==> config.mk <==
export PLATFORM = sky130hd
export DESIGN_NAME = hazard_stall_unit
export DESIGN_NICKNAME = d
export VERILOG_FILES = /design/src/rtl/hazard_stall_unit_pkg.sv /design/src/rtl/hazard_stall_unit_div_sequencer.sv /design/src/rtl/hazard_stall_unit.sv
export SDC_FILE = /design/constraint.sdc
export NUM_CORES = 1
export LEC_CHECK = 0
export ABC_AREA = 1
export ABC_CLOCK_PERIOD_IN_PS = 1800
export BUFFER_PORTS_ARGS = -buffer_cell sky130_fd_sc_hd__buf_2
export CORE_UTILIZATION = 40
export DETAILED_ROUTE_END_ITERATION = 6
export PLACE_DENSITY_LB_ADDON = 0.2
export SYNTH_ARGS = -nofsm -noshare
export SYNTH_HDL_FRONTEND = slang
export SYNTH_HIERARCHICAL = 1
export SYNTH_SLANG_ARGS = --single-unit
export TNS_END_PERCENT = 20
==> constraint.sdc <==
create_clock -name clk -period 1.8 [get_ports clk]
set_input_delay 0.36 -clock clk [delete_from_list [all_inputs] [get_ports clk]]
set_output_delay 0.36 -clock clk [all_outputs]
set_load 0.01 [all_outputs]
==> src/rtl/hazard_stall_unit_pkg.sv <==
// Shared definitions for the hazard/stall controller: forwarding selects,
// divide-sequencer state encoding and the register-match helper.
package hazard_stall_unit_pkg;

   localparam logic [1:0] FWD_NONE = 2'b00;
   localparam logic [1:0] FWD_WB   = 2'b01;
   localparam logic [1:0] FWD_MEM  = 2'b10;

   typedef enum logic [1:0] {
      DIV_IDLE = 2'b00,
      DIV_BUSY = 2'b01,
      DIV_DONE = 2'b10
   } div_state_t;

   // $0 is hard-wired to zero, so a match on it never creates a dependency
   function automatic logic regMatch(input logic [4:0] a, input logic [4:0] b);
      return (a != 5'd0) && (a == b);
   endfunction

endpackage

==> src/rtl/hazard_stall_unit_div_sequencer.sv <==
// Sequences the iterative divider: start pulse, busy window, and a done
// pulse that is held while the memory side keeps the pipe frozen.
module div_sequencer
   import hazard_stall_unit_pkg::*;
#(
   parameter int DIV_LATENCY = 32
) (
   input  logic clk,
   input  logic rst,
   input  logic divE,
   input  logic hold,
   output logic div_start,
   output logic div_busy,
   output logic div_done
);

   localparam int CW = (DIV_LATENCY > 2) ? $clog2(DIV_LATENCY) : 1;
   localparam logic [CW-1:0] CNT_INIT = CW'(DIV_LATENCY - 1);

   div_state_t    r_state;
   div_state_t    w_nextState;
   logic [CW-1:0] r_cnt;
   logic [CW-1:0] w_nextCnt;

   always_ff @(posedge clk or negedge rst) begin
      if (!rst) begin
         r_state <= DIV_IDLE;
         r_cnt   <= '0;
      end else begin
         r_state <= w_nextState;
         r_cnt   <= w_nextCnt;
      end
   end

   // The start cycle already counts as busy so the pipe freezes immediately
   always_comb begin
      w_nextState = r_state;
      w_nextCnt   = r_cnt;
      div_start   = 1'b0;
      div_busy    = 1'b0;
      div_done    = 1'b0;
      if (rst) begin
         case (r_state)
            DIV_IDLE: begin
               if (divE) begin
                  div_start   = 1'b1;
                  div_busy    = 1'b1;
                  w_nextCnt   = CNT_INIT;
                  w_nextState = DIV_BUSY;
               end
            end
            DIV_BUSY: begin
               div_busy = 1'b1;
               if (r_cnt == '0) begin
                  w_nextState = DIV_DONE;
               end else begin
                  w_nextCnt = r_cnt - CW'(1);
               end
            end
            DIV_DONE: begin
               div_done = 1'b1;
               if (!hold) begin
                  w_nextState = DIV_IDLE;
               end
            end
            default: w_nextState = DIV_IDLE;
         endcase
      end
   end

endmodule

==> src/rtl/hazard_stall_unit.sv <==
// Hazard/stall controller for the 5-stage MIPS core: operand forwarding,
// load-use and branch stalls, and whole-pipe freeze for memory waits and divides.
module hazard_stall_unit
   import hazard_stall_unit_pkg::*;
#(
   parameter int DIV_LATENCY = 32
) (
   input  logic       clk,
   input  logic       rst,
   input  logic [4:0] rsD,
   input  logic [4:0] rtD,
   input  logic [4:0] rsE,
   input  logic [4:0] rtE,
   input  logic [4:0] writeregE,
   input  logic [4:0] writeregM,
   input  logic [4:0] writeregW,
   input  logic       regwriteE,
   input  logic       regwriteM,
   input  logic       regwriteW,
   input  logic       memtoregE,
   input  logic       memtoregM,
   input  logic       branchD,
   input  logic       jalrD,
   input  logic       hiloreadE,
   input  logic       hilowriteM,
   input  logic       hilowriteW,
   input  logic       divE,
   input  logic       dmem_stall,
   output logic       forwardAD,
   output logic       forwardBD,
   output logic [1:0] forwardAE,
   output logic [1:0] forwardBE,
   output logic [1:0] forwardhiloE,
   output logic       stallF,
   output logic       stallD,
   output logic       stallE,
   output logic       stallM,
   output logic       stallW,
   output logic       flushE,
   output logic       div_start,
   output logic       div_done
);

   logic w_divBusy;
   logic w_lwStall;
   logic w_brStall;
   logic w_memHold;

   div_sequencer #(.DIV_LATENCY(DIV_LATENCY)) u_divSeq (
      .clk       (clk),
      .rst       (rst),
      .divE      (divE),
      .hold      (dmem_stall),
      .div_start (div_start),
      .div_busy  (w_divBusy),
      .div_done  (div_done)
   );

   assign w_lwStall = memtoregE && ((rtE == rsD) || (rtE == rtD));
   assign w_brStall = (branchD || jalrD) &&
                      ((regwriteE && (regMatch(writeregE, rsD) || regMatch(writeregE, rtD))) ||
                       (memtoregM && (regMatch(writeregM, rsD) || regMatch(writeregM, rtD))));
   assign w_memHold = dmem_stall || w_divBusy;

   // M-stage results take priority over W since they are younger
   always_comb begin
      forwardAE    = FWD_NONE;
      forwardBE    = FWD_NONE;
      forwardhiloE = FWD_NONE;
      forwardAD    = 1'b0;
      forwardBD    = 1'b0;
      if (rst) begin
         if (regwriteM && regMatch(rsE, writeregM))      forwardAE = FWD_MEM;
         else if (regwriteW && regMatch(rsE, writeregW)) forwardAE = FWD_WB;
         if (regwriteM && regMatch(rtE, writeregM))      forwardBE = FWD_MEM;
         else if (regwriteW && regMatch(rtE, writeregW)) forwardBE = FWD_WB;
         if (hiloreadE && hilowriteM) forwardhiloE = FWD_MEM;
         else if (hilowriteW)         forwardhiloE = FWD_WB;
         forwardAD = regwriteM && regMatch(rsD, writeregM);
         forwardBD = regwriteM && regMatch(rtD, writeregM);
      end
   end

   // A frozen pipe must not also bubble E, so memory hold outranks hazards
   always_comb begin
      stallF = 1'b0;
      stallD = 1'b0;
      stallE = 1'b0;
      stallM = 1'b0;
      stallW = 1'b0;
      flushE = 1'b0;
      if (rst) begin
         if (w_memHold) begin
            stallF = 1'b1;
            stallD = 1'b1;
            stallE = 1'b1;
            stallM = 1'b1;
            stallW = 1'b1;
         end else if (w_lwStall || w_brStall) begin
            stallF = 1'b1;
            stallD = 1'b1;
            flushE = 1'b1;
         end
      end
   end

endmodule

; Word-level counts from Yosys, hierarchy flattened
; Cells that the tools add are included.
[op_classes]
add_sub_neg = 1
muxes = 32
n_reduce_logical = 39
n_eq_ne = 18
[ops]
columns = operator, n
row1 = equality test 5 bit, 12
row2 = nonzero test 5 bit, 6
row3 = logical AND 1 bit, 21
row4 = 2-to-1 mux 1 bit, 18
row5 = 2-to-1 mux 2 bit, 9
row6 = 2-to-1 mux 5 bit, 2
row7 = case mux 5 bit (2 select lines), 1
row8 = AND reduction 4 bit, 2
row9 = logical OR 1 bit, 7
row10 = "inequality test 2 bit, second input constant", 3
row11 = case mux 2 bit (3 select lines), 1
row12 = logical NOT 5 bit, 1
row13 = "subtractor 5 x 1 -> 5 bit, second input constant", 1
row14 = "equality test 2 x 1 -> 1 bit, second input constant", 1
row15 = "equality test 2 bit, second input constant", 1
row16 = logical NOT 2 bit, 1
row17 = "inequality test 2 x 1 -> 1 bit, second input constant", 1
row18 = case mux 1 bit (2 select lines), 1
row19 = nonzero test 2 bit, 1
[totals]
out_inout_bits = 16
ff_bits = 7
elab_cells = 92

; Longest topological paths before layout
[logic_depth]
ltp_word = 10
mapped_depth = 14

; Cells and area by module
; The synthesis kept the hierarchy.
[modules_own_cells]
columns = mod, cells_per_inst, seq_area_each_um2, instances, area_each_um2
row1 = hazard_stall_unit, 187, 0.0, 1, 932.1
row2 = div_sequencer, 59, 175.2, 1, 449.2

; Worst setup path before layout
; No wires, ideal clock.
[synth_timing]
path_type = input-to-output
from = input port writeregM[2]
to = output port stallF
t_arrival_ns = 1.332
setup_slack_ns = 0.108
path_stages = 12
path_cell_list = buf_6 > nor3_1 > nand3_1 > nand2_1 > inv_1 > nand2_1 > nand2_1 > nand2_1 > nand2_1 > nand2_2 > nand2_1 > buf_4
[synth_between]
elab_chain_cells = 10
elab_cells_between_ends = 13
cone_classes = eq/ne (2) / mux (3) / reduce/logical (8)
[synth_lines]
columns = item, line_no
row1 = "start, declared", hazard_stall_unit.sv:15  ; input logic [4:0] writeregM,
row2 = equality test 5 bit or nonzero test 5 bit (tied branches), hazard_stall_unit_pkg.sv:17  ; return (a != 5'd0) && (a == b);
row3 = logical AND 1 bit, hazard_stall_unit_pkg.sv:17
row4 = logical OR 1 bit (*), hazard_stall_unit.sv:62  ; (memtoregM && (regMatch(writeregM, rsD) || regMatch(writeregM, rtD))));
row5 = logical AND 1 bit (*), hazard_stall_unit.sv:62
row6 = logical OR 1 bit (*), hazard_stall_unit.sv:61  ; ((regwriteE && (regMatch(writeregE, rsD) || regMatch(writeregE, rtD))) ||
row7 = logical AND 1 bit (*), hazard_stall_unit.sv:60  ; assign w_brStall = (branchD || jalrD) &&
row8 = logical OR 1 bit (*), hazard_stall_unit.sv:99  ; end else if (w_lwStall || w_brStall) begin
row9 = 2-to-1 mux 1 bit (*) (3 in series), --
row10 = "end, declared", hazard_stall_unit.sv:34  ; output logic stallF,
; Mark *: on every way between the ends. The rest lies on a longest branch, timed or not.

; Worst setup path after layout
[layout_timing]
from = input port writeregM[2]
to = output port stallD
[layout_between]
elab_chain_cells = 10
elab_cells_between_ends = 13
cone_classes = eq/ne (2) / mux (3) / reduce/logical (8)
[layout_lines]
columns = item, line_no
row1 = equality test 5 bit or nonzero test 5 bit (tied branches), hazard_stall_unit_pkg.sv:17
row2 = logical AND 1 bit, hazard_stall_unit_pkg.sv:17
row3 = logical OR 1 bit (*), hazard_stall_unit.sv:62
row4 = logical AND 1 bit (*), hazard_stall_unit.sv:62
row5 = logical OR 1 bit (*), hazard_stall_unit.sv:61
row6 = logical AND 1 bit (*), hazard_stall_unit.sv:60
row7 = logical OR 1 bit (*), hazard_stall_unit.sv:99
row8 = 2-to-1 mux 1 bit (*), hazard_stall_unit.sv:99
row9 = 2-to-1 mux 1 bit (*), hazard_stall_unit.sv:93  ; if (w_memHold) begin
row10 = 2-to-1 mux 1 bit (*), hazard_stall_unit.sv:92  ; if (rst) begin
row11 = "end, declared", hazard_stall_unit.sv:35  ; output logic stallD,
; Marked as above.

==> flow_metrics.env <==
export IMPL_yosysUniqueCellTypes=32
export IMPL_finalCritPeriodShare_pct=98.89
export IMPL_synth_top_cells_by_area="nand2_1 23%, dfrtp_1 13%, xnor2_1 9.5%"
export IMPL_place_area_sq_mm=0.001738
export IMPL_slowest_delay_ps=210
export IMPL_grt_overflow=0
export IMPL_die_h_um=60.77
export IMPL_cts_buffer_depth=2
export IMPL_end_kind="output port"
export IMPL_grt_first_pass_wirelength_mm=5.754
export IMPL_async_reset_ff_share_pct=100.0
export IMPL_dieArea_sq_mm=0.003692
export IMPL_cts_tree="built"
export IMPL_htree_levels=1
export IMPL_synth_top_cell_by_area="nand2_1"
export IMPL_required_ps=1440
export IMPL_dp_hpwl_mm=3.062
export IMPL_clkLatencyLatePin_ps=250
export IMPL_ys_warn_count=6
export IMPL_total_leakage_power_nw=1.081
export IMPL_critPathLaunchType="input port"
export IMPL_register_area_sq_um=176.4
export IMPL_numCtsBuffers=3
export IMPL_synth_area_sq_mm=0.001381
export IMPL_drc_errors=0
export IMPL_tightestPinTransition_ps=343.7
export IMPL_ys_ff_latch=7
export IMPL_critPathMostFrequentCell="nand2_1"
export IMPL_design_area_sq_mm=0.001831
export IMPL_post_synth_inst_count=246
export IMPL_min_period_ps=1780
export IMPL_ant_nets=0
export IMPL_slew_violations=0
export IMPL_die_x_um=60.77
export IMPL_grt_usage_pct=19.98
export IMPL_hold_buffers=0
export IMPL_synth_most_common_cell="nand2_1"
export IMPL_synth_commonest_cells="86 x nand2_1, 31 x inv_1, 22 x nor2_1, 15 x xnor2_1, 14 x nand3_1"
export IMPL_synthFlopType="dfrtp_1"
export IMPL_arrival_ps=1420
export IMPL_total_power_mw=1.098
export IMPL_first_iter_violations=99
export IMPL_synth_fp_nets=296
export IMPL_timing_hold_ws_ps=151.5
export IMPL_place_ws_ps=-56.50
export IMPL_io_buffers=64
export IMPL_gp_congestion=0.8265
export IMPL_max_slew_margin_rel_pct=76.88
export IMPL_status="finished clean"
export IMPL_area_delta_synth_final_pct=32.52
export IMPL_crit_chain="buf_2 > nor3_2 > nand3_1 > nand2_1 > inv_1 > nand2_1 > nand2_1 > nand2_1 > nand2_1 > nand2_2 > nand2_1 > buf_2"
export IMPL_irDropWorstVdd_mv=0.8035
export IMPL_vias_per_cell=4.639
export IMPL_min_path_type="in2async"
export IMPL_grt_max_degree=12
export IMPL_ios=65
export IMPL_wl_mm=3.612
export IMPL_clock_skew_ps=3.961
export IMPL_crit_family="simple AND/OR/NAND/NOR gates"
export IMPL_drive_above_1_share_pct=31.95
export IMPL_cap_violations=0
export IMPL_dp_cells=351
export IMPL_firstDrtPassIters=4
export IMPL_initial_core_util_pct=43.81
export IMPL_synth_top_area_share_pct=23.37
export IMPL_antenna_cells=0
export IMPL_cts_root_buf="clkbuf_4"
export IMPL_crit_type="in2out"
export IMPL_crit_buf_inv=3
export IMPL_path_clk_slew_ps=50
export IMPL_core_rowCount=20
export IMPL_cts_sink_count=7
export IMPL_critical_path_max_fanout=4
export IMPL_hold_violations=0
export IMPL_rsz0062_at_grt="true"
export IMPL_report_final_setup_viol=0
export IMPL_first_global_vias=1375
export IMPL_routedWlPerCell_um=10.12
export IMPL_avgSynthCellArea_sq_um=5.615
export IMPL_ys_seq_area_share_pct=12.68
export IMPL_core_area_sq_mm=0.003153
export IMPL_fin_ws_ps=20.02
export IMPL_max_freq_mhz=561.8
export IMPL_synth_edff_count=0
export IMPL_vias=1656
export IMPL_crit_slowest_cell="nor3_2"
export IMPL_powerDensity_mw_per_mm2=599.6
export IMPL_multi_input_area_sq_mm=0.001020
export IMPL_final_cells=357
export IMPL_final_nets=364
export IMPL_antenna_found_initial=0
export IMPL_fillers=341
-- layout make-up --
class	instances	share of cell area, %
tap	44	3.008
sequential	7	9.638
clock buffer	4	1.435
inverter	38	7.792
multi-input combinational	192	55.71
timing repair buffer	72	22.42
-- final timing paths --
kind	startpoint	to	slack, ps	depth (start not counted)
max in group asynchronous	rst	u_divSeq/r_state[1]$_DFFE_PN0P_	1500	2
worst max-delay path	writeregM[2]	stallD	20	12
worst min register to register	u_divSeq/r_cnt[4]$_DFFE_PN0P_	u_divSeq/r_cnt[4]$_DFFE_PN0P_	470	2
min in group clk	u_divSeq/r_cnt[4]$_DFFE_PN0P_	u_divSeq/r_cnt[4]$_DFFE_PN0P_	470	2
worst min-delay path	rst	u_divSeq/r_cnt[3]$_DFFE_PN0P_	150	2
worst max register to register	u_divSeq/r_cnt[0]$_DFFE_PN0P_	u_divSeq/r_cnt[0]$_DFFE_PN0P_	480	7
-- metal layers --
layer / part of all wire [%] / vias to the layer above / GRT usage [%]
li1: - / 893 / -
met1: 51 / 706 / 28.35
met2: 43 / 57 / 33.12
met3: 6.3 / 0 / 2.985
met4: 0 / 0 / 1.948
met5: 0 / - / 0
-- cell families (layout without fill, tap and decap cells) --
| logic type | count (synthesis) | in the layout | share of synthesized area [%] |
|---|---|---|---|
| simple gates | 149 | 149 | 48.37 |
| xor+xnor | 25 | 25 | 15.85 |
| buf+inv | 47 | 114 | 14.95 |
| compound gates | 17 | 17 | 7.246 |
| flops | 7 | 7 | 12.68 |
| fa+ha+maj | 1 | 1 | 0.9057 |
-- stage by stage --
stage | utilization, % | TNS, ps
after CTS | 56.63 | -0.2260
after detailed placement | 55.12 | -133.4
after global routing | 58.06 | -326.3
after floorplan | - | 0
final | 58.06 | 0
after global placement | 55.12 | -264.1
-- power breakdown --
| group | internal, mW | total, mW | switching [mW] | leakage (nW) |
|---|---|---|---|---|
| registers | 0.230 | 0.299 | 0.0690 | 0.0778 |
| clock network | 0.0845 | 0.141 | 0.0562 | 0.0150 |
| logic | 0.281 | 0.658 | 0.376 | 0.989 |
| total | 0.596 | 1.10 | 0.502 | 1.08 |
-- state kept, by name, indices dropped and copies added (netlist names) --
name	count
u_divSeq/r_cnt	5
u_divSeq/r_state	2
-- layout by cell type, fill, tap and decap left out, types with 2 or more instances in the layout --
cell type and instances:
nor3b_1 2, dfrtp_1 6, clkbuf_4 3, buf_6 2
a21oi_1 7, o21ai_0 2, nand4_1 4, xor2_1 10
inv_1 28, nor3_1 4, nor2_4 3, nand3b_1 2
nand2_1 86, and3_1 2, nor2_2 5, o22ai_1 2
buf_2 55, o21ai_1 2, buf_4 15, nand3_1 14
o211ai_1 2, inv_2 10, nor2_1 20, nand2_2 2
xnor2_1 15
-- repair_timing --
action | in CTS | in global routing
gates cloned | 0 | 0
buffers inserted | 1 | 1
setup endpoints to repair | 3 | 7
gates resized for setup | 4 | 17
pin swaps | 1 | 8
(Power assumes the default switching activity.)
